--- src/rtl/barret_1997_arbiter.sv ---
// Round-robin front end sharing one combinational mod-1997 reducer among
// NREQ requesters, with a two-stage (operand register, output register)
// pipeline and valid/ready backpressure on the response channel.

// Combinational Barrett reduction of a 21-bit operand modulo 1997.
// MU = floor(2^32 / 1997); the estimated quotient is never above the true
// quotient, so at most a couple of corrective subtractions are needed.
module barret_for_1997 (
    input  logic [20:0] din_a,
    output logic [10:0] dout
);
    localparam logic [21:0] MU  = 22'd2150709;
    localparam logic [21:0] MOD = 22'd1997;

    logic [42:0] prod;
    logic [10:0] quot;
    logic [21:0] quot_mod;
    logic [21:0] rem0;
    logic [21:0] rem1;
    logic [21:0] rem2;

    // Estimate the quotient, subtract its multiple, then correct the remainder.
    always_comb begin
        prod     = {22'd0, din_a} * {21'd0, MU};
        quot     = 11'(prod >> 32);
        quot_mod = {11'd0, quot} * MOD;
        rem0     = {1'b0, din_a} - quot_mod;
        rem1     = (rem0 >= MOD) ? (rem0 - MOD) : rem0;
        rem2     = (rem1 >= MOD) ? (rem1 - MOD) : rem1;
        dout     = 11'(rem2);
    end
endmodule

module barret_1997_arbiter #(
    parameter int NREQ   = 4,
    parameter int IDW    = $clog2(NREQ),
    parameter int DIN_W  = 21,
    parameter int DOUT_W = 11
) (
    input  logic                    clk,
    input  logic                    rst,
    input  logic [NREQ-1:0]         req_valid,
    output logic [NREQ-1:0]         req_ready,
    input  logic [NREQ*DIN_W-1:0]   req_data,
    output logic                    rsp_valid,
    input  logic                    rsp_ready,
    output logic [DOUT_W-1:0]       rsp_data,
    output logic [IDW-1:0]          rsp_id
);
    logic              s1_valid_q, s1_valid_d;
    logic [DIN_W-1:0]  s1_data_q,  s1_data_d;
    logic [IDW-1:0]    s1_id_q,    s1_id_d;
    logic              rsp_valid_q, rsp_valid_d;
    logic [DOUT_W-1:0] rsp_data_q,  rsp_data_d;
    logic [IDW-1:0]    rsp_id_q,    rsp_id_d;
    logic [IDW-1:0]    ptr_q,       ptr_d;

    logic              out_free;
    logic              s1_free;
    logic              grant_found;
    logic [IDW-1:0]    grant_idx;
    logic [IDW-1:0]    cand_idx;
    logic [DIN_W-1:0]  grant_data;
    logic [DOUT_W-1:0] red_out;

    barret_for_1997 u_reducer (
        .din_a (s1_data_q),
        .dout  (red_out)
    );

    assign out_free  = !rsp_valid_q || rsp_ready;
    assign s1_free   = !s1_valid_q || out_free;
    assign rsp_valid = rsp_valid_q;
    assign rsp_data  = rsp_data_q;
    assign rsp_id    = rsp_id_q;

    // Pick the first valid requester at or after ptr (wrapping) when S1 can take an operand.
    always_comb begin
        req_ready   = '0;
        grant_found = 1'b0;
        grant_idx   = '0;
        cand_idx    = '0;
        if (s1_free && !rst) begin
            for (int i = 0; i < NREQ; i++) begin
                cand_idx = IDW'((int'(ptr_q) + i) % NREQ);
                if (!grant_found && req_valid[cand_idx]) begin
                    grant_found = 1'b1;
                    grant_idx   = cand_idx;
                end
            end
        end
        if (grant_found) begin
            req_ready[grant_idx] = 1'b1;
        end
    end

    // Steer the granted requester's operand toward S1.
    always_comb begin
        grant_data = '0;
        for (int k = 0; k < NREQ; k++) begin
            if (grant_idx == IDW'(k)) begin
                grant_data = req_data[k*DIN_W +: DIN_W];
            end
        end
    end

    // Next-state for both pipeline stages and the round-robin pointer.
    always_comb begin
        s1_valid_d  = s1_valid_q;
        s1_data_d   = s1_data_q;
        s1_id_d     = s1_id_q;
        rsp_valid_d = rsp_valid_q;
        rsp_data_d  = rsp_data_q;
        rsp_id_d    = rsp_id_q;
        ptr_d       = ptr_q;

        if (grant_found) begin
            s1_valid_d = 1'b1;
            s1_data_d  = grant_data;
            s1_id_d    = grant_idx;
            ptr_d      = (grant_idx == IDW'(NREQ - 1)) ? '0 : grant_idx + IDW'(1);
        end else if (s1_free) begin
            s1_valid_d = 1'b0;
        end

        if (out_free) begin
            rsp_valid_d = s1_valid_q;
            if (s1_valid_q) begin
                rsp_data_d = red_out;
                rsp_id_d   = s1_id_q;
            end
        end
    end

    // Register state; reset discards anything in flight and restarts arbitration at 0.
    always_ff @(posedge clk or posedge rst) begin
        if (rst) begin
            s1_valid_q  <= 1'b0;
            s1_data_q   <= '0;
            s1_id_q     <= '0;
            rsp_valid_q <= 1'b0;
            rsp_data_q  <= '0;
            rsp_id_q    <= '0;
            ptr_q       <= '0;
        end else begin
            s1_valid_q  <= s1_valid_d;
            s1_data_q   <= s1_data_d;
            s1_id_q     <= s1_id_d;
            rsp_valid_q <= rsp_valid_d;
            rsp_data_q  <= rsp_data_d;
            rsp_id_q    <= rsp_id_d;
            ptr_q       <= ptr_d;
        end
    end
endmodule

--- config.mk ---
export PLATFORM = sky130hd
export DESIGN_NAME = barret_1997_arbiter
export DESIGN_NICKNAME = d
export VERILOG_FILES = /design/src/rtl/barret_1997_arbiter.sv
export SDC_FILE = /design/constraint.sdc
export NUM_CORES = 1
export LEC_CHECK = 0
export CORE_AREA = 3 3 171 173
export DETAILED_ROUTE_END_ITERATION = 6
export DIE_AREA = 0 0 174 176
export MAX_ROUTING_LAYER = met4
export PLACE_DENSITY = 0.7
export SYNTH_ARGS = -nofsm -noshare
export SYNTH_HDL_FRONTEND = slang
export SYNTH_HIERARCHICAL = 1
export SYNTH_SLANG_ARGS = --single-unit
export TNS_END_PERCENT = 1
--- constraint.sdc ---
create_clock -name clk -period 18.7 [get_ports clk]
set_input_delay 2.805 -clock clk [delete_from_list [all_inputs] [get_ports clk]]
set_output_delay 2.805 -clock clk [all_outputs]
set_load 0.01 [all_outputs]
Yosys cells after proc, flatten, opt, wreduce, memory -nomap -nowiden
Index checks and enable logic that the tools add are counted.
{"block": "word_totals", "mem_count": 0, "latchBits": 0, "input_bits": 91, "word_cells": 76, "register_bits": 40, "output_inout_bits": 18, "ram_bits": 0, "mem_bits_ro": 0}
{"block": "classes", "div_mod_pow": 0, "eq_ne": 3, "n_mux": 33, "add_sub_neg": 7, "magnitude_cmp": 8, "n_reduce_logical": 16, "n_shift": 0, "bitwise_logic": 0, "multipliers": 2}
{"operator": "two-way mux 21 bit", "count": 4}
{"operator": "greater-or-equal comparator 22 x 11 -> 1 bit, second input constant", "count": 2}
{"operator": "multiplier 21 x 22 -> 43 bit, second input constant", "count": 1}
{"operator": "multiplier 11 x 11 -> 22 bit, second input constant", "count": 1}
{"operator": "two-way mux 22 bit", "count": 1}
{"operator": "subtractor 21 x 22 -> 22 bit", "count": 1}
{"operator": "subtractor 22 x 11 -> 22 bit, second input constant", "count": 1}
{"operator": "less-than comparator 2 x 3 -> 1 bit, second input constant", "count": 5}
{"operator": "two-way mux 1 bit", "count": 15}
{"operator": "two-way mux 2 bit", "count": 6}
{"operator": "two-way mux 11 bit", "count": 1}
{"operator": "subtractor 11 bit, second input constant", "count": 1}
{"operator": "binary-select mux 1 bit (select 2 bit)", "count": 4}
{"operator": "logical NOT 1 bit", "count": 6}
{"operator": "logical AND 1 bit", "count": 5}
{"operator": "adder 2 x 1 -> 2 bit, second input constant", "count": 2}
{"operator": "adder 2 bit, second input constant", "count": 2}
{"operator": "equality test 2 bit, second input constant", "count": 2}
{"operator": "two-way mux 4 bit", "count": 1}
{"operator": "demux 1 bit (select 2 bit)", "count": 1}
{"operator": "equality test 2 x 1 -> 1 bit, second input constant", "count": 1}
{"operator": "greater-or-equal comparator 2 x 1 -> 1 bit, second input constant", "count": 1}
{"operator": "logical NOT 2 bit", "count": 1}
{"operator": "logical OR 1 bit", "count": 2}
{"operator": "2 further kinds", "count": 2}

Longest topological paths before layout
Gate-level depths: netlist (run 1).
{"block": "depth", "ltp_word": 22, "mapped_depth": 63, "depth_no_buf": 59}

Hierarchy
Netlist (run 1), hierarchy kept.
{"mod": "barret_for_1997", "area_each_um2": 11629.9, "n_inst": 1, "cells_each": 1310}
{"mod": "barret_1997_arbiter", "area_each_um2": 2302.2, "n_inst": 1, "cells_each": 244}

Worst setup path before layout (run 1)
No wires, ideal clock.
{"block": "synth_path", "path_type": "reg-to-reg", "from": "reg s1_data_q[10]", "to": "reg rsp_data_q[8] (netlist: rsp_data[8])", "n_path_buf": 2, "required_time_ns": 18.575, "setup_time_ns": 0.125, "path_slack_ns": 5.152, "arrival_ns": 13.423, "path_stages_with_launch": 56, "synth_period_minus_slack_ns": 13.548, "cell_sequence": "dfrtp_1 inv_1 ha_1 inv_1 fa_1 inv_1 fa_1 fa_1 inv_1 fa_1 fa_1 inv_1 fa_1 inv_1 ha_1 and3_1 a211oi_1 a2bb2oi_1 (+20 left out) o211ai_1 a221oi_1 xor2_1 a21boi_2 and3_1 buf_2 buf_2 o21ai_0 ha_1 nor2b_1 or4_1 a32o_1 o211ai_1 a211o_1 a21boi_4 o31ai_2 xor2_1 mux2_2"}
{"block": "synth_between", "elab_chain_cells": 7, "elab_cells_between_ends": 9, "cone_classes": "add/sub: 3; mul: 2; order compare: 2; mux: 2"}
{"item": "start: declaration", "line_no": "51", "rtl": "logic [DIN_W-1:0] s1_data_q, s1_data_d;"}
{"item": "start signal: assignment", "line_no": "147", "rtl": "s1_data_q <= s1_data_d;"}
{"item": "multiplier 21 x 22 -> 43 bit", "line_no": "24", "rtl": "prod = {22'd0, din_a} * {21'd0, MU};"}
{"item": "multiplier 11 x 11 -> 22 bit", "line_no": "26", "rtl": "quot_mod = {11'd0, quot} * MOD;"}
{"item": "subtractor 21 x 22 -> 22 bit (*)", "line_no": "27", "rtl": "rem0 = {1'b0, din_a} - quot_mod;"}
{"item": "subtractor 22 x 11 -> 22 bit / greater-or-equal comparator 22 x 11 -> 1 bit (equally long branches)", "line_no": "28", "rtl": "rem1 = (rem0 >= MOD) ? (rem0 - MOD) : rem0;"}
{"item": "two-way mux 22 bit (*)", "line_no": "28"}
{"item": "greater-or-equal comparator 22 x 11 -> 1 bit / subtractor 11 bit (equally long branches)", "line_no": "29", "rtl": "rem2 = (rem1 >= MOD) ? (rem1 - MOD) : rem1;"}
{"item": "two-way mux 11 bit (*)", "line_no": "29"}
{"item": "named net red_out[8]", "line_no": "64", "rtl": "logic [DOUT_W-1:0] red_out;"}
{"item": "end signal: assignment", "line_no": "150", "rtl": "rsp_data_q <= rsp_data_d;"}
{"item": "end: declaration", "line_no": "54", "rtl": "logic [DOUT_W-1:0] rsp_data_q, rsp_data_d;"}
Mark *: on every way through the listed nets, which the timed path passes. The rest lies on a longest branch.
A chain may end at the register's enable or synchronous reset.

Worst setup path in the final report (run 1)
{"block": "layout_path", "from": "reg s1_data_q[13]", "to": "reg rsp_data_q[8] (netlist: rsp_data[8])"}
The elaborated chain is that of the path after synthesis.

==> flow_summary.ini, run 1 <==
[finish]
nNetsFinal = 2206
share_of_post_route_cells_with_drive_strength_above_1_pct = 3.354
area_delta_synth_final_pct = 11.62
filler_cell_count = 2571

[floorplanning]
rows = 61
num_io_pins = 109
die-height_um = 176
die_w_um = 174
design.die.area_mm2 = 0.03062
initial_core_util_pct = 50.15
core-area_mm2 = 0.02778

[synth]
avgSynthCellArea_um2 = 8.965
synthDominantCellAreaShare_pct = 27.03
ys_top_cells_by_area = sky130_fd_sc_hd__ha_1 27%, sky130_fd_sc_hd__fa_1 25%, sky130_fd_sc_hd__inv_1 11%, sky130_fd_sc_hd__dfrtp_1 7.2%, sky130_fd_sc_hd__xnor2_1 2.3%
yosys_warnings = 6
synthTopCellsByCount = 401 x sky130_fd_sc_hd__inv_1, 301 x sky130_fd_sc_hd__ha_1, 175 x sky130_fd_sc_hd__fa_1
synthesis.nets = 2121
synth_async_sr_flop_share_pct = 100.0
yosysSeqAreaShare_pct = 7.185
yosys_register_bits = 40
post_synth_instance_area_mm2 = 0.01393
netlist_instances = 1554
synth_top_area_cell = sky130_fd_sc_hd__ha_1
synth.distinct_cells = 83
yosysMostFrequentCell = sky130_fd_sc_hd__inv_1
synth-main-ff-cell = sky130_fd_sc_hd__dfrtp_1
synth_enable_flop_cells = 0

[clocking]
clockBufferDepth = 2
cts.clk_slew.worst_paths_ns = 0.06
ctsHtreeMaxLevel = 2
root_buffer = sky130_fd_sc_hd__clkbuf_16
cts_inserted_buffers = 5
cts_setup_buffers = 0
clkLatencyLatePin_ns = 0.29
cts_tree = done
clock_sinks = 40
cts-resized-gates = 0
postCtsHoldBufs = 0

[routing]
antenna_left = 0
drtIter0Drc = 607
routed-via-count = 10932
vias_per_cell = 5.415
route.final.wire_length_um = 34650
number_of_drc_violations_after_detailed_routing = 0
detailedRoute.firstPassIterationCount = 4
route.detailed.wl_per_inst_um = 17.16

[sta]
finalSetupViolations = 0
worst-slew-pin-transition_ns = 0.9654
timing_hold_violations_final = 0
maxSlewViolCount = 0
setup_tns_ns = 0
timing.fmax_mhz = 63.90
grt_setup_unrepaired = no
layout_min_cycle_time_ns = 15.65
worst_clock_skew_ns = 0.01162
maxSlewHeadroom_pct = 35.18
period_share_pct = 83.68

[critical_path]
worst_ep_arrival_ns = 15.82
timing.setup.critical_path_class = reg -> reg
critical_path_required_ns = 18.87
worstPathMaxFanout = 15
critical_path.startpoint_type = register
critical_path_end_type = register
slowest_delay_ns = 0.72
timing.critical_path.slowest_stage_cell = sky130_fd_sc_hd__dfrtp_1
r2r_cells = 55

[grt]
grt_first_pass_wirelength_um = 57410
grt.total_usage_pct = 23.64
first_global_vias = 11369
antenna_found_initial = 0
grt_overflow_total = 0
grt_max_degree = 48

[flow_run]
count_of_maximum_capacitance_violations = 0

[status]
status = finished clean

[place]
gpl.final_weighted_congestion = 0.9174
post-dp-hpwl_um = 30120
port_buffers = 108

[hold_path]
min-delay-path-class = reg -> reg
holdPathStages = 1
worst paths after layout:
check                              start            to  slack [ns]
max                        s1_data_q[13]   rsp_data[8]        3.05
min                           s1_id_q[1]    s1_id_q[1]        0.48
max reg2reg                s1_data_q[13]   rsp_data[8]        3.05
min reg2reg                   s1_id_q[1]    s1_id_q[1]        0.48
max in group asynchronous            rst  s1_data_q[7]       14.87
min in group asynchronous            rst     rsp_valid        3.06
cell families (layout without fill, tap and decap cells):
kind of cell / count (synthesis) / count (layout) / synth area share [%]
adder cells (fa/ha/maj): 476 / 476 / 52.18
buffers and inverters: 438 / 524 / 11.99
AO/OA/AOI/OAI: 283 / 283 / 14.97
AND/OR/NAND/NOR: 246 / 246 / 8.891
XOR/XNOR: 54 / 54 / 3.449
flip-flops: 40 / 40 / 7.185
multiplexers: 17 / 17 / 1.338
other: 0 / 1 / 0
sequential cells by signal (all words and copies together) (netlist names):
register and cells:
s1_data_q 21, rsp_data 11, ptr_q 2, rsp_id 2
s1_id_q 2, rsp_valid 1, s1_valid_q 1
stage by stage:
| stage | utilization (%) | std cells | setup WS (ns) | hold slack (ns) | cell area, um^2 |
|---|---|---|---|---|---|
| after floorplan | - | 1554 | 5.152 | 0.4455 | 13930 |
| after global placement | 55.38 | 2010 | 3.492 | 0.4690 | 15380 |
| after detailed placement | 55.38 | 2010 | 3.211 | 0.4715 | 15380 |
| after CTS | 55.97 | 2018 | 3.131 | 0.4837 | 15550 |
| after global routing | 55.97 | 2018 | 2.039 | 0.5068 | 15550 |
| final | 55.98 | 2019 | 3.052 | 0.4805 | 15550 |
worst max-delay path, delay by kind of cell, from the launching register on:
kind / cells / cell delay, ns
flip-flops: 1 / 0.72
XOR/XNOR: 3 / 1.00
AND/OR/NAND/NOR: 7 / 1.51
AO/OA/AOI/OAI: 20 / 5.13
multiplexers: 1 / 0.28
adder cells (fa/ha/maj): 15 / 6.09
buffers and inverters: 9 / 0.78
layer usage:
layer / routed length, um / part of all wire (%) / track usage, % / vias up
met3: 1028 / 3.0 / 2.559 / 51
met1: 15510 / 45 / 30.52 / 5336
met5: 0 / 0 / - / -
met2: 17380 / 50 / 40.71 / 212
li1: - / - / - / 5333
met4: 722 / 2.1 / 4.658 / 0
layout make-up:
class / instances / area, um^2 / share of cell area (%)
diodes: 1 / 2.502 / 0.01609
clock buffers: 6 / 128.9 / 0.8287
clock inverters: 2 / 35.03 / 0.2253
inverters: 401 / 1505 / 9.679
multi-input cells: 1076 / 11270 / 72.48
flip-flops and latches: 40 / 1001 / 6.437
well taps: 378 / 473.0 / 3.041
repair buffers: 115 / 1134 / 7.289
layout by cell type, fill, tap and decap left out, types with 5 or more instances in the layout:
cell type | netlist | final
sky130_fd_sc_hd__a31oi_1 | 28 | 28
sky130_fd_sc_hd__nand3_1 | 22 | 22
sky130_fd_sc_hd__and2_1 | 9 | 9
sky130_fd_sc_hd__inv_1 | 401 | 401
sky130_fd_sc_hd__o21a_1 | 17 | 17
sky130_fd_sc_hd__nor2b_1 | 9 | 9
sky130_fd_sc_hd__fa_1 | 175 | 175
sky130_fd_sc_hd__and3_1 | 9 | 9
sky130_fd_sc_hd__xor2_1 | 16 | 16
sky130_fd_sc_hd__xnor2_1 | 37 | 37
sky130_fd_sc_hd__o21bai_1 | 8 | 8
sky130_fd_sc_hd__nand4_1 | 9 | 9
sky130_fd_sc_hd__nand2_1 | 55 | 55
sky130_fd_sc_hd__buf_4 | 4 | 7
sky130_fd_sc_hd__or3_1 | 10 | 10
sky130_fd_sc_hd__mux2_2 | 13 | 13
sky130_fd_sc_hd__a211oi_1 | 8 | 8
sky130_fd_sc_hd__dfrtp_1 | 40 | 40
sky130_fd_sc_hd__nor2_1 | 64 | 64
sky130_fd_sc_hd__a211o_1 | 24 | 24
sky130_fd_sc_hd__nor3_1 | 24 | 24
sky130_fd_sc_hd__o21ai_0 | 33 | 33
sky130_fd_sc_hd__clkbuf_16 | 0 | 5
sky130_fd_sc_hd__or2_2 | 7 | 7
sky130_fd_sc_hd__a21o_1 | 25 | 25
sky130_fd_sc_hd__o211ai_1 | 13 | 13
sky130_fd_sc_hd__a2111oi_0 | 6 | 6
sky130_fd_sc_hd__a221oi_1 | 25 | 25
sky130_fd_sc_hd__a21oi_1 | 43 | 43
sky130_fd_sc_hd__ha_1 | 301 | 301
sky130_fd_sc_hd__clkdlybuf4s50_1 | 0 | 108
Power of run 1 is left out: the tool's default activity adds up to more than one toggle a clock period on the data nets, which glitch-free logic cannot reach.
==> inputs of run 2 (changes only) <==
--- a/config.mk
+++ b/config.mk
@@ -9,7 +9,7 @@
 export DETAILED_ROUTE_END_ITERATION = 6
 export DIE_AREA = 0 0 174 176
 export MAX_ROUTING_LAYER = met4
-export PLACE_DENSITY = 0.7
+export PLACE_DENSITY = 0.72
 export SYNTH_ARGS = -nofsm -noshare
 export SYNTH_HDL_FRONTEND = slang
 export SYNTH_HIERARCHICAL = 1
==> constraint.sdc (replaced) <==
create_clock -name clk -period 13.17 [get_ports clk]
set_input_delay 1.9755 -clock clk [delete_from_list [all_inputs] [get_ports clk]]
set_output_delay 1.9755 -clock clk [all_outputs]
set_load 0.01 [all_outputs]
==> run 2 against run 1 <==
- clock-buffer cell count is the same
- first-iteration DRC count increased by 12%
- global-route usage rose by 0.73 points
==> flow_summary.ini, run 2 (same netlist as run 1, synthesis figures left out) <==
[status]
status = finished clean

[routing]
antenna_left = 0
route.detailed.wl_per_inst_um = 17.35
detailedRoute.firstPassIterationCount = 6
drtIter0Drc = 677
vias_per_cell = 5.434
routed-via-count = 11503
route.final.wire_length_um = 36730
number_of_drc_violations_after_detailed_routing = 0

[clocking]
ctsHtreeMaxLevel = 2
postCtsHoldBufs = 0
cts_inserted_buffers = 5
cts_tree = done
clockBufferDepth = 2
clock_sinks = 40
root_buffer = sky130_fd_sc_hd__clkbuf_16
cts.clk_slew.worst_paths_ns = 0.06
clkLatencyLatePin_ns = 0.29

[floorplanning]
rows = 61
num_io_pins = 109
die_w_um = 174
initial_core_util_pct = 50.15
core-area_mm2 = 0.02778
die-height_um = 176
design.die.area_mm2 = 0.03062

[sta]
finalSetupViolations = 0
maxSlewViolCount = 0
timing_hold_violations_final = 0
period_share_pct = 96.89
worst_clock_skew_ns = 0.005873
maxSlewHeadroom_pct = 41.89
timing.fmax_mhz = 78.37
setup_tns_ns = 0
worst-slew-pin-transition_ns = 0.8654
layout_min_cycle_time_ns = 12.76

[finish]
share_of_post_route_cells_with_drive_strength_above_1_pct = 12.65
most_common_cell_after_layout_fill_and_taps_aside = sky130_fd_sc_hd__inv_1
mostFrequentLayoutCells = 398 x sky130_fd_sc_hd__inv_1, 284 x sky130_fd_sc_hd__ha_1, 173 x sky130_fd_sc_hd__fa_1
area_delta_synth_final_pct = 20.17
max_ffs_per_register = 21
num_antenna_cells = 0
nNetsFinal = 2305
top_register = s1_data_q

[critical_path]
timing.critical_path.slowest_stage_cell = sky130_fd_sc_hd__fa_1
critical_path.startpoint_type = register
critical_path_end_type = register
slowest_delay_ns = 0.54
worstPathMaxFanout = 8
critical_path_required_ns = 13.34
timing.setup.critical_path_class = reg -> reg
critical-path-top-cell-by-count = sky130_fd_sc_hd__fa_1
worst_ep_arrival_ns = 12.93

[grt]
antenna_found_initial = 0
grt_max_degree = 48
grt_overflow_total = 0
grt.total_usage_pct = 24.37
first_global_vias = 11942
grt_first_pass_wirelength_um = 58870

[place]
post-dp-hpwl_um = 31730
gpl.final_weighted_congestion = 0.9458
port_buffers = 108

[hold_path]
min-delay-path-class = reg -> reg

[flow_run]
count_of_maximum_capacitance_violations = 0
==> run 2: layout make-up <==
cell class / instances / area, um^2
clock buffer: 6 / 128.9
clock inverter: 2 / 35.03
fill: 2415 / 11040
inverter: 401 / 1505
multi-input combinational: 1076 / 11710
sequential: 40 / 1015
tap: 378 / 473.0
timing repair buffer: 214 / 1881
==> run 2: layer usage <==
metal / share of wire (%) / GRT usage, % / vias to the layer above
li1: - / - / 5523
met1: 42 / 30.00 / 5626
met2: 51 / 42.46 / 271
met3: 3.8 / 2.559 / 83
met4: 3.3 / 7.507 / 0
met5: 0 / - / -
==> run 2: metrics by stage <==
stage | area, um^2 | hold WS (ns) | cells | util, % | setup WS (ns)
finish | 16740 | 0.4918 | 2117 | 60.26 | 0.4098
detailed placement | 15940 | 0.4856 | 2079 | 57.36 | -0.2372
global route | 16740 | 0.5115 | 2117 | 60.26 | -0.1243
floorplan | 13970 | 0.4455 | 1554 | - | 0.02941
global placement | 15940 | 0.4851 | 2079 | 57.36 | -0.05388
CTS | 16230 | 0.4992 | 2099 | 58.44 | 0.03869
==> run 2: final timing paths <==
check / start / depth (start not counted) / slack [ns] / end
max: s1_data_q[19] / 55 / 0.41 / rsp_data[8]
min: s1_id_q[0] / 1 / 0.49 / s1_id_q[0]
max reg2reg: s1_data_q[19] / 55 / 0.41 / rsp_data[8]
min reg2reg: s1_id_q[0] / 1 / 0.49 / s1_id_q[0]
max in group asynchronous: rst / 3 / 10.16 / s1_data_q[8]
min in group asynchronous: rst / 2 / 2.21 / s1_valid_q
==> run 2: timing repair <==
item                       CTS  global route
setup buffers               12            18
setup endpoints to repair   11            11
pin swaps                    3            40
hold endpoints to repair     0             0
gates resized for setup      9            70
==> run 2: critical path: cells and delay by family, from the launching register on <==
family          cells  cell delay, ns
flops               1            0.43
xor+xnor            4            0.96
simple gates        8            1.24
buf+inv             8            0.59
fa+ha+maj          15            5.96
compound gates     19            3.15
mux                 1            0.28
Power of run 2 is left out for the same reason.
==> inputs of run 3 (changes only) <==
--- a/config.mk
+++ b/config.mk
@@ -5,11 +5,11 @@
 export SDC_FILE = /design/constraint.sdc
 export NUM_CORES = 1
 export LEC_CHECK = 0
-export CORE_AREA = 3 3 171 173
+export CORE_AREA = 2 2 164 166
 export DETAILED_ROUTE_END_ITERATION = 6
-export DIE_AREA = 0 0 174 176
+export DIE_AREA = 0 0 166 168
 export MAX_ROUTING_LAYER = met4
-export PLACE_DENSITY = 0.72
+export PLACE_DENSITY = 0.77
 export SYNTH_ARGS = -nofsm -noshare
 export SYNTH_HDL_FRONTEND = slang
 export SYNTH_HIERARCHICAL = 1
==> run 3 against run 2 <==
- sequential share of layout area decreased by 0.13 points
- critical path depth increased by 4
- global-route usage increased by 1.8 points
- core utilization increased by 4.5 points
- wire length increased by 3.3%
- fmax decreased by 1.5%
- clock skew decreased by 0.0019 ns
- worst setup slack got worse by 0.20 ns
- critical path type unchanged
- largest cell class unchanged
==> flow_summary.ini, run 3 (same netlist as run 1, synthesis figures left out) <==
[status]
status = finished clean

[sta]
postLayoutSetupSlackWorst_ns = 0.2125
worst_clock_skew_ns = 0.004010
timing.fmax_mhz = 77.18
hold-worst-slack_ns = 0.5030
setup_tns_ns = 0
maxSlewViolCount = 0
maxSlewHeadroom_pct = 41.04
timing_hold_violations_final = 0
worst-slew-pin-transition_ns = 0.8621
layout_min_cycle_time_ns = 12.96
period_share_pct = 98.39
finalSetupViolations = 0
grt_setup_unrepaired = yes

[critical_path]
critical-path-top-cell-by-count = sky130_fd_sc_hd__fa_1
buffering_stage_count_on_the_worst_path_with_inverters_included = 12
timing.critical_path.slowest_stage_cell = sky130_fd_sc_hd__fa_1
critical_path_cell_count = 59
critical_path_required_ns = 13.34
worstPathMaxFanout = 5
worst_ep_arrival_ns = 13.12
timing.setup.critical_path_class = reg -> reg
critical_path_end_type = register
slowest_delay_ns = 0.57
cpLargestDelayFamily = adder cells
critical_path.startpoint_type = register
r2r_cells = 59

[place]
post-place-ws_ns = -0.4919
port_buffers = 108
post-dp-hpwl_um = 30720
gpl.final_weighted_congestion = 0.9609

[grt]
grt_max_degree = 48
grt_use_met1_pct = 31.04
first_global_vias = 11884
grt.total_usage_pct = 26.21
grt_first_pass_wirelength_um = 57770
grt_overflow_total = 0
grt_busiest_layer = met2
antenna_found_initial = 0
grt_use_met2_pct = 46.47
use_met3_pct = 3.268

[finish]
most_common_cell_after_layout_fill_and_taps_aside = sky130_fd_sc_hd__inv_1
nNetsFinal = 2305
share_of_post_route_cells_with_drive_strength_above_1_pct = 17.03
area_delta_synth_final_pct = 22.55
mostFrequentLayoutCells = 376 x sky130_fd_sc_hd__inv_1, 264 x sky130_fd_sc_hd__ha_1, 165 x sky130_fd_sc_hd__fa_1
final_util_pct = 64.80
top_register = s1_data_q
max_ffs_per_register = 21
filler_cell_count = 1990
num_antenna_cells = 0

[floorplanning]
die_w_um = 166
num_io_pins = 109
design.die.area_mm2 = 0.02789
rows = 60
die-height_um = 168
core-area_mm2 = 0.02635
initial_core_util_pct = 52.87

[clocking]
ctsHtreeMaxLevel = 2
clkLatencyLatePin_ns = 0.28
clock_sinks = 40
cts.clk_slew.worst_paths_ns = 0.06
cts_inserted_buffers = 5
cts_tree = done
root_buffer = sky130_fd_sc_hd__clkbuf_16
clockBufferDepth = 2
postCtsHoldBufs = 0

[routing]
detailedRoute.firstPassIterationCount = 5
drtIter0Drc = 738
number_of_drc_violations_after_detailed_routing = 0
vias_per_cell = 5.675
route.final.wire_length_um = 37950
route.detailed.wl_per_inst_um = 18.25
antenna_left = 0
routed-via-count = 11798

[hold_path]
min-delay-path-class = reg -> reg
holdPathStages = 1

[flow_run]
count_of_maximum_capacitance_violations = 0
==> run 3: repair_timing <==
item	4_1_cts	5_1_grt
pin swaps	7	97
resized for setup	14	160
cloned	0	1
hold endpoints to repair	0	0
setup endpoints to repair	11	11
setup buffers	8	32
==> run 3: per-layer routing <==
| metal | vias up | part of all wire (%) |
|---|---|---|
| met5 | - | 0 |
| met4 | 0 | 4.7 |
| met3 | 123 | 4.3 |
| met2 | 347 | 51 |
| met1 | 5801 | 40 |
| li1 | 5527 | - |
==> run 3: path summary, 6_finish.rpt <==
kind / startpoint / slack, ns / end
setup / recovery: s1_data_q[17] / 0.21 / rsp_data[8]
hold / removal: rsp_data[4] / 0.50 / rsp_data[4]
setup reg to reg: s1_data_q[17] / 0.21 / rsp_data[8]
hold reg to reg: rsp_data[4] / 0.50 / rsp_data[4]
max in group asynchronous: rst / 10.11 / s1_data_q[8]
min in group asynchronous: rst / 2.25 / rsp_data[0]
==> run 3: area by class of cell <==
type	count	area (um^2)	share of cell area, %
clock inverters	1	5.005	0.02931
multi-input cells	1077	12080	70.78
flip-flops and latches	40	1013	5.936
clock buffers	6	128.9	0.7548
inverters	401	1505	8.816
repair buffers	213	1911	11.19
well taps	341	426.7	2.499
==> run 3: worst register-to-register path: cells and delay by family (launching register included) <==
kind	cells	cell delay [ns]
compound gates	21	3.42
xor+xnor	2	0.24
fa+ha+maj	15	5.87
buf+inv	12	1.10
flops	1	0.43
mux	2	0.46
simple gates	7	1.33
==> run 3: metrics by stage <==
stage / area (um^2) / cells
2_1_floorplan: 13970 / 1554
3_3_place_gp: 15820 / 2032
3_5_place_dp: 15820 / 2032
4_1_cts: 16070 / 2047
5_1_grt: 17070 / 2079
6_report: 17070 / 2079
Power of run 3 is left out for the same reason.
